File: config.mk
export PLATFORM = sky130hd
export DESIGN_NAME = eh2_lsu_amo_seq
export DESIGN_NICKNAME = d
export VERILOG_FILES = /design/src/rtl/eh2_lsu_amo_seq.sv
export SDC_FILE = /design/constraint.sdc
export NUM_CORES = 1
export LEC_CHECK = 0
export BUFFER_PORTS_ARGS = -buffer_cell sky130_fd_sc_hd__buf_2
export CORE_MARGIN = 2
export CORE_UTILIZATION = 40
export DETAILED_ROUTE_END_ITERATION = 12
export PLACE_DENSITY = 0.67
export RECOVER_POWER = 50
export SLEW_MARGIN = 30
export SYNTH_ARGS = -nofsm -noshare
export SYNTH_HDL_FRONTEND = slang
export SYNTH_SLANG_ARGS = --single-unit
File: constraint.sdc
create_clock -name clk -period 7.8 [get_ports clk]
set_clock_uncertainty 0.05 [all_clocks]
set_input_delay 0 -clock clk [delete_from_list [all_inputs] [get_ports clk]]
set_output_delay 0 -clock clk [all_outputs]
set_load 0.1 [all_outputs]
File: src/rtl/eh2_lsu_amo_seq.sv
// Multi-cycle A-extension sequencer: read -> modify -> write against a memory port,
// with per-thread LR/SC reservation tracking at a configurable granule.
module eh2_lsu_amo_seq #(
  parameter int unsigned XLEN          = 32,
  parameter int unsigned NUM_THREADS   = 2,
  parameter int unsigned RSV_GRAN_LOG2 = 2,
  localparam int unsigned TW = (NUM_THREADS > 1) ? $clog2(NUM_THREADS) : 1
) (
  input  logic                   clk,
  input  logic                   rst,
  input  logic                   req_valid,
  output logic                   req_ready,
  input  logic [TW-1:0]          req_tid,
  input  logic [4:0]             req_op,
  input  logic                   req_dw,
  input  logic [31:0]            req_addr,
  input  logic [XLEN-1:0]        req_wdata,
  output logic                   mem_rd_valid,
  input  logic                   mem_rd_ready,
  input  logic                   mem_rdata_vld,
  input  logic [XLEN-1:0]        mem_rdata,
  output logic                   mem_wr_valid,
  input  logic                   mem_wr_ready,
  output logic [31:0]            mem_addr,
  output logic                   mem_dw,
  output logic [XLEN-1:0]        mem_wdata,
  output logic                   rsp_valid,
  output logic [TW-1:0]          rsp_tid,
  output logic [XLEN-1:0]        rsp_data,
  output logic                   rsp_err,
  input  logic                   snoop_valid,
  input  logic [31:0]            snoop_addr,
  input  logic [NUM_THREADS-1:0] rsv_clear
);

  localparam int unsigned GW = 32 - RSV_GRAN_LOG2;

  localparam logic [4:0] OpAdd  = 5'd0;
  localparam logic [4:0] OpSwap = 5'd1;
  localparam logic [4:0] OpLr   = 5'd2;
  localparam logic [4:0] OpSc   = 5'd3;
  localparam logic [4:0] OpXor  = 5'd4;
  localparam logic [4:0] OpOr   = 5'd8;
  localparam logic [4:0] OpAnd  = 5'd12;
  localparam logic [4:0] OpMin  = 5'd16;
  localparam logic [4:0] OpMax  = 5'd20;
  localparam logic [4:0] OpMinu = 5'd24;
  localparam logic [4:0] OpMaxu = 5'd28;

  typedef enum logic [2:0] {StIdle, StRd, StRwait, StWr, StResp} state_e;

  state_e            state_q, state_d;
  logic [TW-1:0]     tid_q, tid_d;
  logic [4:0]        op_q, op_d;
  logic              dw_q, dw_d;
  logic [31:0]       addr_q, addr_d;
  logic [XLEN-1:0]   wdata_q, wdata_d;
  logic [XLEN-1:0]   wr_data_q, wr_data_d;
  logic [XLEN-1:0]   rsp_data_q, rsp_data_d;
  logic              rsp_err_q, rsp_err_d;

  logic [NUM_THREADS-1:0] rsv_vld_q, rsv_vld_d;
  logic [GW-1:0]          rsv_gran_q [NUM_THREADS];
  logic [GW-1:0]          rsv_gran_d [NUM_THREADS];

  logic                   op_legal, misaligned, req_err, sc_ok, wr_fire;
  logic [GW-1:0]          req_gran, cur_gran, snoop_gran;
  logic [NUM_THREADS-1:0] kill_q;
  logic                   unused_bits;

  assign req_gran    = req_addr[31:RSV_GRAN_LOG2];
  assign cur_gran    = addr_q[31:RSV_GRAN_LOG2];
  assign snoop_gran  = snoop_addr[31:RSV_GRAN_LOG2];
  assign wr_fire     = (state_q == StWr) && mem_wr_ready;
  assign unused_bits = ^snoop_addr[RSV_GRAN_LOG2-1:0];

  always_comb begin
    op_legal = 1'b0;
    case (req_op)
      OpAdd, OpSwap, OpLr, OpSc, OpXor, OpOr, OpAnd,
      OpMin, OpMax, OpMinu, OpMaxu: op_legal = 1'b1;
      default:                      op_legal = 1'b0;
    endcase
  end

  assign misaligned = req_dw ? (req_addr[2:0] != 3'b000) : (req_addr[1:0] != 2'b00);
  assign req_err    = misaligned || (req_dw && (XLEN < 64)) || !op_legal;

  // Kills seen against the current reservations; SC in idle must observe these.
  always_comb begin
    for (int t = 0; t < NUM_THREADS; t++) begin
      kill_q[t] = (snoop_valid && (rsv_gran_q[t] == snoop_gran)) ||
                  (wr_fire && (rsv_gran_q[t] == cur_gran));
    end
  end

  assign sc_ok = rsv_vld_q[req_tid] && !kill_q[req_tid] && !rsv_clear[req_tid] &&
                 (rsv_gran_q[req_tid] == req_gran);

  // Modify datapath: word ops work on [31:0], signed/unsigned views of both operands.
  logic [XLEN-1:0] a_u, b_u, a_s, b_s, alu_res, wr_val, old_val;
  logic            a_lt_b_s, b_lt_a_s, a_lt_b_u, b_lt_a_u;

  always_comb begin
    if (dw_q) begin
      a_u = mem_rdata;
      b_u = wdata_q;
      a_s = mem_rdata;
      b_s = wdata_q;
    end else begin
      a_u = XLEN'(mem_rdata[31:0]);
      b_u = XLEN'(wdata_q[31:0]);
      a_s = XLEN'($signed(mem_rdata[31:0]));
      b_s = XLEN'($signed(wdata_q[31:0]));
    end
    a_lt_b_s = $signed(a_s) < $signed(b_s);
    b_lt_a_s = $signed(b_s) < $signed(a_s);
    a_lt_b_u = a_u < b_u;
    b_lt_a_u = b_u < a_u;

    // Ties keep the memory value.
    case (op_q)
      OpAdd:   alu_res = a_u + b_u;
      OpSwap:  alu_res = b_u;
      OpXor:   alu_res = a_u ^ b_u;
      OpOr:    alu_res = a_u | b_u;
      OpAnd:   alu_res = a_u & b_u;
      OpMin:   alu_res = b_lt_a_s ? b_u : a_u;
      OpMax:   alu_res = a_lt_b_s ? b_u : a_u;
      OpMinu:  alu_res = b_lt_a_u ? b_u : a_u;
      OpMaxu:  alu_res = a_lt_b_u ? b_u : a_u;
      default: alu_res = a_u;
    endcase

    wr_val  = dw_q ? alu_res : XLEN'(alu_res[31:0]);
    old_val = a_s;
  end

  always_comb begin
    state_d    = state_q;
    tid_d      = tid_q;
    op_d       = op_q;
    dw_d       = dw_q;
    addr_d     = addr_q;
    wdata_d    = wdata_q;
    wr_data_d  = wr_data_q;
    rsp_data_d = rsp_data_q;
    rsp_err_d  = rsp_err_q;
    rsv_vld_d  = rsv_vld_q;
    rsv_gran_d = rsv_gran_q;

    unique case (state_q)
      StIdle: begin
        if (req_valid) begin
          tid_d      = req_tid;
          op_d       = req_op;
          dw_d       = req_dw;
          addr_d     = req_addr;
          wdata_d    = req_wdata;
          rsp_err_d  = 1'b0;
          rsp_data_d = '0;
          if (req_err) begin
            rsp_err_d = 1'b1;
            state_d   = StResp;
          end else if (req_op == OpSc) begin
            if (sc_ok) begin
              wr_data_d = req_dw ? req_wdata : XLEN'(req_wdata[31:0]);
              state_d   = StWr;
            end else begin
              rsp_data_d = XLEN'(1);
              state_d    = StResp;
            end
          end else begin
            state_d = StRd;
          end
        end
      end
      StRd: begin
        if (mem_rd_ready) state_d = StRwait;
      end
      StRwait: begin
        if (mem_rdata_vld) begin
          rsp_data_d = old_val;
          if (op_q == OpLr) begin
            rsv_vld_d[tid_q]  = 1'b1;
            rsv_gran_d[tid_q] = cur_gran;
            state_d           = StResp;
          end else begin
            wr_data_d = wr_val;
            state_d   = StWr;
          end
        end
      end
      StWr: begin
        if (mem_wr_ready) state_d = StResp;
      end
      StResp: begin
        if ((op_q == OpSc) && !rsp_err_q) rsv_vld_d[tid_q] = 1'b0;
        state_d = StIdle;
      end
      default: state_d = StIdle;
    endcase

    // Applied after any LR set so a same-cycle kill or clear wins.
    for (int t = 0; t < NUM_THREADS; t++) begin
      if (rsv_clear[t] ||
          (snoop_valid && (rsv_gran_d[t] == snoop_gran)) ||
          (wr_fire && (rsv_gran_d[t] == cur_gran))) begin
        rsv_vld_d[t] = 1'b0;
      end
    end
  end

  always_ff @(posedge clk or posedge rst) begin
    if (rst) begin
      state_q    <= StIdle;
      tid_q      <= '0;
      op_q       <= '0;
      dw_q       <= 1'b0;
      addr_q     <= '0;
      wdata_q    <= '0;
      wr_data_q  <= '0;
      rsp_data_q <= '0;
      rsp_err_q  <= 1'b0;
      rsv_vld_q  <= '0;
      rsv_gran_q <= '{default: '0};
    end else begin
      state_q    <= state_d;
      tid_q      <= tid_d;
      op_q       <= op_d;
      dw_q       <= dw_d;
      addr_q     <= addr_d;
      wdata_q    <= wdata_d;
      wr_data_q  <= wr_data_d;
      rsp_data_q <= rsp_data_d;
      rsp_err_q  <= rsp_err_d;
      rsv_vld_q  <= rsv_vld_d;
      rsv_gran_q <= rsv_gran_d;
    end
  end

  assign req_ready    = (state_q == StIdle);
  assign mem_rd_valid = (state_q == StRd);
  assign mem_wr_valid = (state_q == StWr);
  assign mem_addr     = addr_q;
  assign mem_dw       = dw_q;
  assign mem_wdata    = wr_data_q;
  assign rsp_valid    = (state_q == StResp);
  assign rsp_tid      = tid_q;
  assign rsp_data     = rsp_data_q;
  assign rsp_err      = rsp_err_q;

endmodule

Yosys cells after proc, flatten, opt, wreduce, memory -nomap -nowiden
Memory sizes are Yosys's and may differ from the RTL's.
Index checks and enable logic that the tools add are counted.

cells by class
  add/subtract/negate cells = 1
  $lt $le $gt $ge = 10
  eq/ne operators = 38
  multiplexer cells = 52
  bitwise gates (word level) = 8
  reduce and logical (&&, ||, !) cells = 40

operators with widths
  operator                                        count
  2-to-1 mux 32 bit                               12
  one-hot mux 32 bit (9 select lines)             1
  == test 30 bit                                  9
  2-to-1 mux 60 bit                               3
  less-than comparator 32 bit                     4
  one-hot mux 32 bit (2 select lines)             2
  2-to-1 mux 30 bit                               4
  bitwise mux 60 bit                              1
  adder 32 bit                                    1
  AND 32 bit                                      1
  bitwise OR 32 bit                               1
  XOR 32 bit                                      1
  demux 30 bit (select 1 bit)                     1
  2-to-1 mux 3 bit                                8
  == test 5 bit (second input constant)           4
  == test 5 x 2 -> 1 bit (second input constant)  3
  logical AND 1 bit                               15
  2-to-1 mux 1 bit                                14
  != test 3 bit (second input constant)           4
  one-hot mux 3 bit (4 select lines)              1
  AND reduction 4 bit                             3
  == test 5 x 4 -> 1 bit (second input constant)  2
  nonzero test 3 bit                              3
  logical OR 1 bit                                8
  26 further kinds                                43

word-level totals
  register bits = 201
  memory bits (read-only) = 32
  bits of input ports = 144
  output and inout bits = 103
  memories kept = 1

memories
  memory            depth  width  read ports  clocked after memory_dff  write ports  RTL line  source
  (name not given)  32     1      1           0                         0            79        case (req_op)

Logic depth before layout (Yosys ltp)
  depth in word-level cells = 15
  depth in mapped cells = 16
  gate-level depth less buffers = 13

Worst setup path after synthesis
OpenSTA, ideal clock, no wires.

  path type = flip-flop to flip-flop
  from = register state_q[0]
  to = register wr_data_q[31], in the netlist mem_wdata[31]
  library setup time = 0.126 ns
  data arrival time = 4.194 ns
  required time = 7.624 ns
  slack = 3.430 ns
  stages on the path, launching flop included = 9
  buffers on the path = 2
  clock period less this slack = 4.370 ns
  path through = dfrtp_1 > nor3_1 > and2_1 > clkbuf_1 > a21oi_1 > a221oi_2 > buf_2 > a21oi_1 > a311o_1

between the ends
  elaborated cells on any way between the ends = 23
  classes of those cells = eq/ne: 8; mux: 3; reduce/logical: 12

RTL lines
  item                                                                   RTL line  source
  start, declared                                                        52        state_e state_q, state_d;
  start signal, assigned                                                 216       state_q <= StIdle;
  start signal, assigned                                                 228       state_q <= state_d;
  zero test 3 bit *                                                      --
  via req_ready                                                          12        output logic req_ready,
  != test 2 x 1 -> 1 bit (no source line), or another cell as far along  --
  AND reduction 7 bit (no source line)                                   --
  end signal, assigned                                                   234       wr_data_q <= wr_data_d;
  end, declared                                                          58        logic [XLEN-1:0] wr_data_q, wr_data_d;

The timed path passes the listed nets; every way through them passes the cells marked *. The select of a mux whose other input is x is not followed.
A chain may end at the register's enable or synchronous reset.

Final worst setup path
  from = register state_q[0]
  to = register wr_data_q[5], in the netlist mem_wdata[5]

between the ends
  cells in the longest elaborated chain, start to end = 12
  elaborated cells on any way between the ends = 23
  classes of those cells = eq/ne: 8; mux: 3; reduce/logical: 12

ends and longest elaborated chain
  item                                                 RTL line  source
  == test 3 x 2 -> 1 bit                               74        assign wr_fire = (state_q == StWr) && mem_wr_ready;
  logical AND 1 bit                                    74
  logical AND 1 bit                                    93        (wr_fire && (rsv_gran_q[t] == cur_gran));
  logical OR 1 bit                                     92        kill_q[t] = (snoop_valid && (rsv_gran_q[t] == snoop_gran)) ||
  2-to-1 mux 1 bit (implied by the code) (2 in a row)  97        assign sc_ok = rsv_vld_q[req_tid] && !kill_q[req_tid] && !rsv_clear[req_tid] &&
  zero test 1 bit                                      97
  logical AND 1 bit (3 in a row)                       97
  != test 2 x 1 -> 1 bit (no source line)              --
  AND reduction 7 bit (no source line)                 --

Parallel ways exist; a longest one is shown, timed or not. The select of a mux whose other input is x is not followed.

==> flow_metrics.py <==
metrics = {
    "status": {
        "outcome": "complete, but fails checks",
        "violations": "capacitance limit, slew limit",
    },
    "floorplanning": {
        "core_sq_um": 38900,
        "die_w_um": 203,
        "start_util_pct": 40.8,
        "die_h_um": 203,
        "die-area_sq_um": 41300,
        "ios": 247,
        "num_rows": 72,
    },
    "place": {
        "numPortBuffers": 244,
        "dpl-instance-area_sq_um": 17600,
        "hpwl_um": 40100,
        "place_congestion": 0.957,
    },
    "logic_synthesis": {
        "synth_edf_count": 0,
        "synth_fa_ha_area_share_pct": 10.2,
        "syn_avg_cell_area_sq_um": 8.77,
        "ys_ff_latch": 201,
        "synth_simple_gate_area_share_pct": 16.2,
        "ys_seq_area_share_pct": 31.7,
        "synth_top_family_by_area": "compound AO/OA/AOI/OAI gates",
        "synthMuxAreaShare_pct": 7.78,
        "synthCells": 1809,
        "synth-async-reset-ratio_pct": 100,
        "yosysUniqueCellTypes": 73,
        "syn_area_sq_um": 15900,
        "syn-num-nets": 2082,
        "synth_compound_area_share_pct": 16.5,
        "ys_warn_count": 0,
        "synth_flop_cell": "dfrtp_1",
        "synth_xor_area_share_pct": 12.5,
    },
    "route": {
        "routed-via-count": 15100,
        "viasPerCell": 5.68,
        "wire_per_inst_um": 21.0,
        "drt_iter0_drc": 1070,
        "drc": 0,
        "drt_wl_total_um": 55600,
        "ant_nets": 0,
        "drtPass1Iterations": 5,
    },
    "timing": {
        "slew_viol_final": 138,
        "tightest_slew_ns": 3.87,
        "rsz0062_at_grt": "false",
        "max_freq_mhz": 186,
        "finalCritPeriodShare_pct": 69.0,
        "setup_violations": 0,
        "max_slew_margin_pct": -160,
        "fin_setup_tns_ns": 0,
        "finalHoldViolations": 0,
        "fin_crit_ns": 5.38,
    },
    "finish": {
        "multiInputGateArea_sq_um": 10100,
        "layout-drive-gt1-share_pct": 13.5,
        "fillers": 3750,
        "fin_area_sq_um": 19300,
        "layout_commonest_cell": "nand2_1",
        "syn2layout_area_growth_pct": 21.8,
        "fin_nets": 2393,
        "seq_area_sq_um": 5030,
        "final_cell_mix": "nand2_1 (256), dfrtp_1 (201), buf_2 (142)",
    },
    "grt": {
        "grt_use_total_pct": 26.3,
        "grt_start_max_net_pins": 83,
        "grt_pass1_vias": 14900,
        "grt_pass1_wl_um": 85200,
        "globalRouteOverflowTotal": 0,
        "antenna_found_initial": 5,
    },
    "cts": {
        "clockBufferDepth": 3,
        "cts_root_buffer": "clkbuf_16",
        "clkLatencyLatePin_ns": 0.56,
        "cts_tree": "built",
        "cts-htree-levels": 1,
        "post_cts_resized": 0,
        "numCtsBuffers": 26,
        "cts-hold-fix-buffers": 112,
        "cts_setup_buffers": 0,
        "clkSlewWorstSetupHoldPaths_ns": 0.06,
        "clock-sinks": 201,
    },
    "critical_path": {
        "cp-startpoint": "state_q[0]$_DFFE_PP0P_",
        "critical_path.max_stage_delay_ns": 2.24,
        "crit_type": "register to register",
        "cp-start-kind": "register",
        "r2r_slack_ns": 2.42,
        "cp.arrival_ns": 5.77,
        "path_delay_family": "simple AND/OR/NAND/NOR gates",
        "timing.rr.start": "state_q[0]$_DFFE_PP0P_",
        "crit_fanout": 65,
        "critPathMostFrequentCell": "buf_4",
        "required_ns": 8.19,
        "crit_buf_inv": 3,
        "cp_slowest_cell": "and2_0",
        "endpoint_kind": "register",
        "crit_chain": "nor3_1, and2_0, a21oi_4, buf_4, a221oi_4, buf_4, o221ai_1, dlygate4sd3_1",
    },
    "hold_path": {
        "hold_start": "req_tid",
        "hp-class": "primary input to register",
    },
    "pwr": {
        "clock_power_share_pct": 13.9,
        "intPower_mw": 3.48,
        "switching_share_pct": 57.5,
        "combPwrFrac_pct": 63.2,
        "irDropWorstVdd_uv": 406,
        "power.density_nw_per_um2": 423,
        "seqPwrFrac_pct": 22.9,
        "power.switching_mw": 4.70,
        "leakage_nw": 9.01,
    },
    "flow_run": {
        "cap_viol_max_count": 2,
    },
}
==> power by group through the flow <==
| stage | clock network [mW] | registers [mW] | logic, mW |
|---|---|---|---|
| after floorplan | 0 | 3.16 | 2.57 |
| after global placement | 0 | 1.84 | 5.03 |
| after detailed placement | 0 | 1.87 | 5.10 |
| after CTS | 1.16 | 1.85 | 5.18 |
| after global routing | 1.20 | 1.93 | 5.52 |
| final | 1.14 | 1.87 | 5.17 |
==> per-stage QoR <==
stage / util (%) / setup slack [ns] / hold slack (ns) / power [mW] / instances
3_3_place_gp: 45.1 / 3.17 / 0.0835 / 6.87 / 2498
5_1_grt: 49.7 / 2.04 / 0.0591 / 8.65 / 2653
2_1_floorplan: - / 2.27 / 0.0227 / 5.74 / 1809
4_1_cts: 50.0 / 2.77 / 0.0128 / 8.19 / 2649
6_report: 49.7 / 2.42 / 0.0464 / 8.17 / 2654
3_5_place_dp: 45.1 / 3.10 / 0.0807 / 6.96 / 2498
==> registers in the layout, indices dropped and copies added, names as in the netlist <==
register and flops:
b_s 32, mem_addr 32, mem_dw 1, mem_wdata 32, op_q 5, rsp_data 32
rsp_err 1, rsp_tid 1, rsv_gran_q 60, rsv_vld_q 2, state_q 3
==> synth_stat cells (19+ instances only) <==
cell type / n / share of area, %
mux2i_1: 48 / 3.0
inv_1: 111 / 2.6
nor3_1: 22 / 0.69
a221oi_1: 25 / 1.4
xnor2_1: 102 / 5.6
nor2b_1: 22 / 0.87
ha_1: 128 / 10
o31ai_1: 34 / 1.6
nand2_1: 256 / 6.1
dfrtp_1: 201 / 32
a21oi_1: 83 / 2.6
o221ai_1: 27 / 1.5
nand4_1: 23 / 0.91
o21ai_0: 91 / 2.9
nand3_1: 40 / 1.3
nor2_1: 80 / 1.9
xor2_1: 124 / 6.8
clkbuf_1: 63 / 1.5
mux2_2: 65 / 4.6
nor4_1: 39 / 1.5
o211ai_1: 19 / 0.90
==> worst register-to-register path: cells and delay by family (launching register included) <==
| kind | cells | cell delay, ns |
|---|---|---|
| simple gates | 2 | 3.05 |
| buf+inv | 3 | 1.37 |
| flops | 1 | 0.44 |
| compound gates | 3 | 0.34 |
==> routing by layer <==
layer	GRT usage (%)	part of all wire (%)	routed length, um	vias up
met5	0	0.023	13	-
li1	-	-	-	6997
met2	41.6	45	25100	619
met1	35.2	43	23900	7305
met4	10.9	3.9	2200	2
met3	5.24	7.9	4420	140
==> cell families (layout without fill, tap and decap cells) <==
group,after synthesis,count (layout)
other,0,5
xor gates and xnor gates,226,226
muxes,114,114
AOI/OAI and AO/OA,388,388
adders and majority gates,129,129
DFF,201,201
and+or+nand+nor,545,545
buffers and inverters,206,528
==> worst paths after layout <==
kind,endpoint,cells after the start
min in group asynchronous,rsp_data[22]$_DFFE_PP0P_,3
max reg2reg,mem_wdata[5]$_DFFE_PP0P_,8
min,rsp_tid$_DFFE_PP0P_,4
max,mem_wdata[5]$_DFFE_PP0P_,8
min reg2reg,rsp_data[5]$_DFFE_PP0P_,2
max in group asynchronous,mem_addr[6]$_DFFE_PP0P_,5
==> cell type report <==
cell class / instances / area share (%)
multi-input cells: 1402 / 52.2
clock buffers: 32 / 3.59
flip-flops and latches: 201 / 26.0
diodes: 5 / 0.0647
inverters: 112 / 2.18
repair buffers: 377 / 12.3
well taps: 518 / 3.35
clock inverters: 7 / 0.382
Note: power is estimated with default switching activity, not from simulation.
